$ cat config.mk
export PLATFORM = sky130hd
export DESIGN_NAME = rca16_adder
export DESIGN_NICKNAME = d
export VERILOG_FILES = /design/src/rtl/rca16_adder_pkg.sv /design/src/rtl/full_adder.sv /design/src/rtl/rca16_adder.sv
export SDC_FILE = /design/constraint.sdc
export NUM_CORES = 1
export LEC_CHECK = 0
export ABC_AREA = 0
export CORE_MARGIN = 3
export CORE_UTILIZATION = 35
export DETAILED_ROUTE_END_ITERATION = 12
export GPL_TIMING_DRIVEN = 0
export PLACE_DENSITY_LB_ADDON = 0.3
export SLEW_MARGIN = 20
export SYNTH_ARGS = -nofsm -noshare
export SYNTH_HDL_FRONTEND = slang
export SYNTH_SLANG_ARGS = --single-unit
$ cat constraint.sdc
create_clock -name clk -period 0.85 [get_ports clk]
set_clock_uncertainty 0.2 [all_clocks]
set_input_delay 0.17 -clock clk [delete_from_list [all_inputs] [get_ports clk]]
set_output_delay 0.17 -clock clk [all_outputs]
set_load 0.1 [all_outputs]
$ cat src/rtl/rca16_adder_pkg.sv
// ---------------------------------------------------------------------------
// rca16_adder_pkg
// Shared constants for the ripple-carry adder slice.
//   WIDTH_DEFAULT : default operand / sum width in bits
//   RESULT_WIDTH  : width of the exact result {cout, sum}
// ---------------------------------------------------------------------------
package rca16_adder_pkg;

  localparam int WIDTH_DEFAULT = 16;
  localparam int RESULT_WIDTH  = WIDTH_DEFAULT + 1;

endpackage : rca16_adder_pkg

$ cat src/rtl/full_adder.sv
// ---------------------------------------------------------------------------
// full_adder
// Single-bit full adder cell. It is the building block of the ripple chain.
// Ports:
//   a, b : operand bits
//   ci   : carry in from the next lower bit
//   s    : sum bit
//   co   : carry out to the next higher bit
// ---------------------------------------------------------------------------
module full_adder (
  input  logic a,
  input  logic b,
  input  logic ci,
  output logic s,
  output logic co
);

  // Sum is the three-way parity. Carry is the majority of the three inputs.
  assign s  = a ^ b ^ ci;
  assign co = (a & b) | (a & ci) | (b & ci);

endmodule : full_adder

$ cat src/rtl/rca16_adder.sv
// ---------------------------------------------------------------------------
// rca16_adder
// Unsigned ripple-carry adder with carry-in and carry-out, followed by a
// single output register stage. It is the baseline datapath element that
// wider or faster adders are compared against.
// Ports:
//   clk       : rising-edge clock
//   rst_n     : asynchronous active-low reset
//   in_valid  : qualifies A, B and cin for capture this cycle
//   A, B      : unsigned operands, WIDTH bits
//   cin       : carry into bit 0
//   sum       : registered sum, WIDTH bits
//   cout      : registered carry out of the top bit
//   out_valid : high for one cycle when sum/cout hold a new result
// ---------------------------------------------------------------------------
module rca16_adder
  import rca16_adder_pkg::*;
#(
  parameter int WIDTH = WIDTH_DEFAULT
) (
  input  logic             clk,
  input  logic             rst_n,
  input  logic             in_valid,
  input  logic [WIDTH-1:0] A,
  input  logic [WIDTH-1:0] B,
  input  logic             cin,
  output logic [WIDTH-1:0] sum,
  output logic             cout,
  output logic             out_valid
);

  // carry[i] is the carry into bit i. carry[WIDTH] is the final carry out.
  logic [WIDTH:0]   carry;
  logic [WIDTH-1:0] s;

  assign carry[0] = cin;

  // The carry ripples strictly from bit 0 upwards through WIDTH cells. There
  // is no lookahead, so the critical path is the full chain and sets the
  // maximum clock frequency.
  for (genvar i = 0; i < WIDTH; i++) begin : g_chain
    full_adder u_fa (
      .a  (A[i]),
      .b  (B[i]),
      .ci (carry[i]),
      .s  (s[i]),
      .co (carry[i+1])
    );
  end

  // Output register stage. A valid input is captured on the next edge and
  // out_valid marks it for exactly one cycle. Without in_valid, the previous
  // result stays visible but is no longer flagged. Reset clears everything
  // at once, so a result that was pending when reset arrived is dropped.
  always_ff @(posedge clk or negedge rst_n) begin
    if (!rst_n) begin
      sum       <= '0;
      cout      <= 1'b0;
      out_valid <= 1'b0;
    end else begin
      out_valid <= in_valid;
      if (in_valid) begin
        sum  <= s;
        cout <= carry[WIDTH];
      end
    end
  end

endmodule : rca16_adder

**Word-level counts from Yosys, hierarchy flattened**

Index checks and enable logic that the tools add are counted.

- Bitwise operators: 112

Operators by type and width:

| kind | number |
|---|---|
| 1-bit bitwise AND | 48 |
| 1-bit OR | 32 |
| 1-bit XOR | 32 |

- Bits in registers: 18
- Input bits: 36
- Output and inout bits: 18
- Logic and storage cells: 115

**Depth between registers and ports, before layout**

Gate-level depths: netlist of run 1.

- Word-level depth: 48
- Mapped depth: 20

**Cells and area by module**

From an unflattened synthesis of run 1, not the netlist that was laid out.

- Cells, all modules: 53
- Area total of the unflattened synthesis: 1031.0 sq um

By module, submodules not included:

| module | instances | cells an instance | area an instance (sq um) | seq. area each (sq um) |
|---|---|---|---|---|
| rca16_adder | 1 | 37 | 710.7 | 450.4 |
| full_adder | 16 | 1 | 20.0 | 0.0 |

**Least setup slack after synthesis of run 1**

No wires, ideal clock.

- Kind: input port to flip-flop
- Start point: input A[0]
- End point: register sum[15]
- Library setup time: 0.078 ns
- Arrival time: 6.301 ns
- Required time: 0.572 ns
- Slack: -5.729 ns
- Stages on the path: 20
- Path buffers: 0
- Cell sequence: inv_1 > fa_1 > inv_1 > fa_1 > fa_1 > fa_1 > fa_1 > fa_1 > fa_1 > fa_1 > fa_1 > fa_1 > fa_1 > fa_1 > fa_1 > fa_1 > fa_1 > inv_1 > fa_1 > a21oi_1

- Cells in the longest elaborated chain, start to end: 46
- Elaborated cells between the ends (all ways): 61
- Classes of those cells: bitwise: 61

RTL lines:

| element | RTL line | RTL |
|---|---|---|
| start, declared | rca16_adder.sv:24 | `input logic [WIDTH-1:0] A,` |
| 1-bit bitwise AND | full_adder.sv:20 | `assign co = (a & b) \| (a & ci) \| (b & ci);` |
| 1-bit OR (*) (2 in a row) | full_adder.sv:20 |  |
| 1-bit bitwise AND | full_adder.sv:20 |  |
| 1-bit OR | full_adder.sv:20 |  |
| 1-bit OR (*) | full_adder.sv:20 |  |
| 1-bit bitwise AND | full_adder.sv:20 |  |
| 1-bit OR | full_adder.sv:20 |  |
| 1-bit OR (*) | full_adder.sv:20 |  |
| (+29 left out) | n/a |  |
| 1-bit OR (*) | full_adder.sv:20 |  |
| 1-bit bitwise AND | full_adder.sv:20 |  |
| 1-bit OR | full_adder.sv:20 |  |
| 1-bit OR (*) | full_adder.sv:20 |  |
| 1-bit bitwise AND | full_adder.sv:20 |  |
| 1-bit OR | full_adder.sv:20 |  |
| 1-bit OR (*) | full_adder.sv:20 |  |
| 1-bit XOR (*) | full_adder.sv:19 | `assign s = a ^ b ^ ci;` |
| end signal, assigned | rca16_adder.sv:63 | `sum <= s;` |
| end, declared | rca16_adder.sv:27 | `output logic [WIDTH-1:0] sum,` |

Mark *: on every way between the ends. The rest lies on a longest branch, timed or not.
A chain may end at the register's enable or synchronous reset.

**Final worst setup path of run 1**

Same ends and word-level chain as after synthesis.

==> metrics.csv, run 1 <==
stage;metric;value;unit
clocking;clk root buf;clkbuf_4;
place;placed cell count;147;
grt;largest net degree at the start of global routing;19;
clocking;worst-skew pair later-pin latency;0.28;ns
cells_and_area;layout filler cell count;197;
logic_synthesis;mean post-synth cell area;16.76;um^2
cells_and_area;ANT cells;0;
hold_path;Worst Hold Class;in -> async;
grt;GRT Util Overall;14.15;%
clocking;CTS buffer count;3;
logic_synthesis;post-synthesis sequential area ratio;42.65;%
route;post-route ant nets;0;
route;DRC;0;
logic_synthesis;cells after synthesis;63;
power;peak supply drop;1292;uV
logic_synthesis;Synth Area in Compound Gates;1.422;%
route;DR WL/cell;15.54;um
route;routed wire length;2377;um
worst_setup_path;reg2reg start;sum[11];
timing;max-slew violations;0;
logic_synthesis;Synth Net Count;115;
logic_synthesis;mux cell area share after synthesis;19.91;%
clocking;H-Tree Depth;1;
cells_and_area;share of cells above drive strength 1;67.21;%
route;initial drt markers;7;
place;Placement Cell Area;1744;um^2
floorplanning;DIE WIDTH;60.93;um
logic_synthesis;largest family of logic cells by synthesized area;adder cells;
place;dpl hpwl;1877;um
grt;vias in the first global route;784;
cells_and_area;FF+latch area;514.2;um^2
outcome;violated checks;negative hold slack, negative setup slack;
logic_synthesis;register bit total from synthesis;18;
cells_and_area;synthesis-to-finish area growth;87.08;%
floorplanning;Die Y;60.93;um
worst_setup_path;worst endpoint data arrival time;6.03;ns
outcome;status;complete, but fails checks;
place;I/O Buffers;53;
logic_synthesis;synthesized area;1056;um^2
timing;Highest Clock Rate;166.1;MHz
cells_and_area;Final nets;175;
route;drt first pass iters;4;
worst_setup_path;CP max FO;1;
power;leakage power;0.8131;nW
cells_and_area;post-route insts no fill;153;
clocking;worst-case clock buffer depth;2;
timing;Tmin final;6.022;ns
worst_setup_path;critical path startpoint category;input pin;
clocking;Clock Sink Count;18;
cells_and_area;most common cell after layout, fill and taps aside;clkdlybuf4s50_1;
cells_and_area;Multi-input gate area;605.6;um^2
timing;Hold Violations, Final;19;
cells_and_area;most frequent cells in the layout;clkdlybuf4s50_1, buf_12, dfrtp_4, fa_2, mux2_4;
worst_setup_path;Req. time, crit path;0.86;ns
worst_setup_path;kind of critical path;in -> reg;
worst_setup_path;Worst Setup SP;A[0];
clocking;CTS tree;done;
timing;crit share post-route;708.5;%
job;Max Cap Viol;0;
timing;unrepaired setup endpoints after global routing;yes;
floorplanning;Initial Util;37.64;%
timing;worst-margin pin slew;0.4397;ns
timing;relative slew slack;70.68;%
timing;Hold WS;-0.3001;ns
logic_synthesis;xor-xnor portion of the synthesized cell area;0;%
grt;first-pass GRT wire length;3650;um
power;Tot Pwr;4.833;mW
grt;antenna violations before repair;0;
floorplanning;die area;3712;um^2
floorplanning;core area;2805;um^2
logic_synthesis;Yosys warning total;0;
place;RePlAce Congestion;0.6526;
worst_setup_path;Worst Setup End Kind;register;
timing;setup ws final;-5.172;ns
floorplanning;Ports;54;
place;pre-CTS WS;-6.028;ns
logic_synthesis;simple logic cell fraction of the synthesized area;1.066;%
route;vias post-DR;695;
timing;final setup fails;35;
timing;setup TNS;-56.46;ns
clocking;Worst-path clk slew;0.10;ns
cells_and_area;cell area after layout;1976;um^2
worst_setup_path;Worst R2R Setup Slack;-0.36;ns
floorplanning;# rows;19;
logic_synthesis;Synth Area in Adders;30.33;%
grt;GRT Residual Overflow;0;
route;via/cell ratio;4.542;
logic_synthesis;Unique masters post-synth;7;
power;pwr dens;2446;nW/um^2
-- synthesized netlist by cell type --
cell	n	area share [%]
dfrtp_1	18	43
fa_1	16	30
mux2_4	14	20
inv_1	7	2.5
a21oi_1	3	1.4
nor2_1	3	1.1
buf_6	2	2.1
-- report_power, final --
part           switching (mW)  internal (mW)
registers               0.218           1.16
clock network           0.250          0.182
logic                    1.77           1.25
-- logic make-up after synthesis --
logic type      Yosys count
flops                    18
fa+ha+maj                16
mux                      14
buf+inv                   9
compound gates            3
simple gates              3
-- flip-flops by register name, summed over array words and instances (netlist names) --
name       flops
cout           1
out_valid      1
sum           16
-- final cells by class --
type                       instances  share of cell area (%)
buffer                             2                   1.140
clock buffer                       4                   1.330
inverter                           7                   2.217
multi-input combinational         36                   30.65
sequential                        18                   26.03
tap                               31                   1.963
timing repair buffer              55                   36.67
-- per-stage QoR --
stage | hold slack, ns | util (%)
6_report | -0.3001 | 70.43
4_1_cts | -0.2952 | 69.49
3_3_place_gp | 0.3111 | 62.18
3_5_place_dp | 0.3451 | 62.18
2_1_floorplan | -0.3256 | -
5_1_grt | -0.2942 | 70.43
-- layer usage --
| layer | part of all wire (%) | track usage [%] |
|---|---|---|
| met3 | 7.1 | 3.830 |
| met5 | 0 | 0 |
| met1 | 34 | 14.54 |
| met4 | 0.50 | 4.644 |
| met2 | 59 | 27.33 |
-- path summary, 6_finish.rpt --
path                       depth (start not counted)   endpoint
min in group clk                                   1  out_valid
hold reg to reg                                    2    sum[15]
max in group asynchronous                          1       cout
setup / recovery                                  21    sum[15]
hold / removal                                     1  out_valid
setup reg to reg                                   2    sum[11]
-- critical path, stage by stage --
cell and delay, ns:
buf_8 0.11, inv_12 0.04, fa_2 0.19, inv_2 0.04
fa_2 0.35, fa_2 0.37, fa_2 0.35, fa_2 0.36
fa_2 0.35, fa_2 0.34, fa_2 0.34, fa_2 0.34
fa_2 0.34, fa_2 0.35, fa_2 0.35, fa_2 0.34
fa_2 0.35, fa_2 0.34, inv_2 0.06, fa_1 0.39
a21oi_1 0.14
-- what timing repair did --
item,4_1_cts,5_1_grt
endpoints found under the setup margin,53,35
pin swaps,1,0
gates resized for setup,185,3
setup buffers,0,2
hold endpoints to repair,19,19
No activity file was read; power rests on OpenSTA's default activity.
==> run 2: changes to the inputs <==
--- a/config.mk
+++ b/config.mk
@@ -6,7 +6,6 @@
 export NUM_CORES = 1
 export LEC_CHECK = 0
 export ABC_AREA = 0
-export CORE_MARGIN = 3
 export CORE_UTILIZATION = 35
 export DETAILED_ROUTE_END_ITERATION = 12
 export GPL_TIMING_DRIVEN = 0
==> metrics.csv, run 2 (synthesis gave the netlist of run 1 again) <==
stage;metric;value;unit
clocking;worst-case clock buffer depth;2;
worst_setup_path;Req. time, crit path;0.87;ns
grt;largest net degree at the start of global routing;19;
route;post-route ant nets;0;
clocking;worst-skew pair later-pin latency;0.28;ns
worst_setup_path;kind of critical path;in -> reg;
cells_and_area;FF+latch area;514.2;um^2
power;leakage power;0.8204;nW
hold_path;Worst Hold Class;in -> async;
clocking;CTS buffer count;3;
timing;unrepaired setup endpoints after global routing;yes;
route;routed wire length;2245;um
worst_setup_path;reg2reg start;sum[11];
clocking;Worst-path clk slew;0.10;ns
timing;Highest Clock Rate;167.4;MHz
grt;vias in the first global route;874;
worst_setup_path;critical path startpoint category;input pin;
worst_setup_path;Worst Setup End Kind;register;
floorplanning;# rows;19;
worst_setup_path;R2R cell count;1;
worst_setup_path;CP cell instances;buf_8 > inv_12 > fa_2 > inv_2 > fa_2 > fa_2 > fa_2 > fa_2 > fa_2 > fa_2 > fa_2 > fa_2 > fa_2 > fa_2 > fa_2 > fa_2 > fa_2 > fa_2 > inv_2 > fa_1 > a21oi_2;
timing;final setup fails;35;
clocking;clk root buf;clkbuf_4;
grt;GR Util met2;28.40;%
cells_and_area;max reg flops;16;
cells_and_area;Final nets;175;
clocking;H-Tree Depth;1;
clocking;Clock Sink Count;18;
worst_setup_path;Worst Setup SP;A[0];
outcome;violated checks;design-rule violations, negative hold slack, negative setup slack;
cells_and_area;ANT cells;0;
worst_setup_path;Worst R2R Setup Slack;-0.25;ns
place;RePlAce Congestion;0.6610;
worst_setup_path;kind of cell adding the most delay to the critical path;adder cells;
worst_setup_path;Buf/Inv on CP;4;
cells_and_area;share of cells above drive strength 1;68.03;%
cells_and_area;Top reg by flops;sum;
place;placed cell count;147;
cells_and_area;synthesis-to-finish area growth;88.15;%
floorplanning;DIE WIDTH;56.93;um
timing;Hold Violations, Final;18;
job;Max Cap Viol;0;
floorplanning;Ports;54;
timing;Hold WS;-0.2904;ns
timing;crit share post-route;702.9;%
cells_and_area;layout filler cell count;197;
power;pwr dens;2466;nW/um^2
cells_and_area;most frequent cells in the layout;clkdlybuf4s50_1, buf_12, dfrtp_4, fa_2, mux2_4;
timing;setup ws final;-5.125;ns
route;via/cell ratio;4.654;
clocking;CTS tree;done;
grt;first-pass GRT wire length;3795;um
place;I/O Buffers;53;
route;vias post-DR;712;
place;dpl hpwl;1716;um
worst_setup_path;CP dominant cell by count;fa_2;
timing;worst-margin pin slew;0.4590;ns
grt;GRT Max-Usage Layer;met2;
grt;GRT Util Overall;15.47;%
grt;antenna violations before repair;0;
cells_and_area;Largest regs;sum x16, cout x1, out_valid x1;
worst_setup_path;worst endpoint data arrival time;6.00;ns
grt;grt met3 use;3.175;%
grt;GR Util met1;18.40;%
floorplanning;core area;2805;um^2
floorplanning;Initial Util;37.64;%
cells_and_area;post-route insts no fill;153;
grt;GRT Residual Overflow;0;
route;initial drt markers;14;
floorplanning;Die Y;56.93;um
worst_setup_path;Crit-path slowest cell;fa_1;
route;DR WL/cell;14.67;um
power;Tot Pwr;4.899;mW
timing;Tmin final;5.975;ns
timing;relative slew slack;69.40;%
route;DRC;7;
timing;max-slew violations;0;
worst_setup_path;CP max FO;1;
cells_and_area;most common cell after layout, fill and taps aside;clkdlybuf4s50_1;
power;peak supply drop;1787;uV
outcome;status;complete, but fails checks;
worst_setup_path;Worst R2R End;sum[11];
worst_setup_path;CP max stage delay;0.41;ns
floorplanning;die area;3241;um^2
cells_and_area;Multi-input gate area;600.6;um^2
route;drt first pass iters;8;
## run 2: cell count changes in the layout (fill, tap and decap cells not counted)
cell,delta
clkbuf_1,-1
buf_6,+1
nor2_2,+1
clkbuf_8,+1
nor2_4,-1
buf_2,-1
## run 2: final cells by class
cell class              instances  area share [%]
multi-input cells              36           30.23
plain buffers                   2           1.133
well taps                      31           1.952
flip-flops and latches         18           25.88
repair buffers                 55           36.78
inverters                       7           2.204
clock buffers                   4           1.826
## run 2: metrics by stage
step,utilization [%],setup TNS [ns],area (um^2),setup slack (ns)
after floorplan,-,-51.57,1175,-5.180
after global placement,62.18,-91.83,1744,-5.938
after detailed placement,62.18,-92.69,1744,-5.996
after CTS,70.12,-56.25,1967,-5.170
after global routing,70.83,-57.89,1987,-5.294
final,70.83,-55.89,1987,-5.125
## run 2: how the worst max path moves through the flow
| stage | slack [ns] | end | cells past startpoint |
|---|---|---|---|
| 2_1_floorplan | -5.18 | sum[15] | 20 |
| 3_3_place_gp | -5.94 | sum[15] | 21 |
| 3_5_place_dp | -6.00 | sum[15] | 21 |
| 4_1_cts | -5.17 | sum[15] | 21 |
| 5_1_grt | -5.29 | sum[15] | 21 |
| 6_report | -5.12 | sum[15] | 21 |
## run 2: power breakdown
| group | switching, mW | total, mW | internal (mW) |
|---|---|---|---|
| registers | 0.219 | 1.38 | 1.16 |
| logic | 1.76 | 3.00 | 1.24 |
| clock network | 0.256 | 0.516 | 0.260 |
| total | 2.24 | 4.90 | 2.66 |
## run 2: layer usage
metal  routed length (um)  share of wire (%)
met1                  811                 36
met2                 1303                 58
met3                  130                5.8
met4                    0                  0
met5                    0                  0
## run 2: repair_timing
action / 4_1_cts / 5_1_grt
setup buffers: 1 / 1
endpoints found under the hold margin: 19 / 19
pin swaps: 1 / 1
endpoints found under the setup margin: 53 / 35
gates resized for setup: 185 / 3
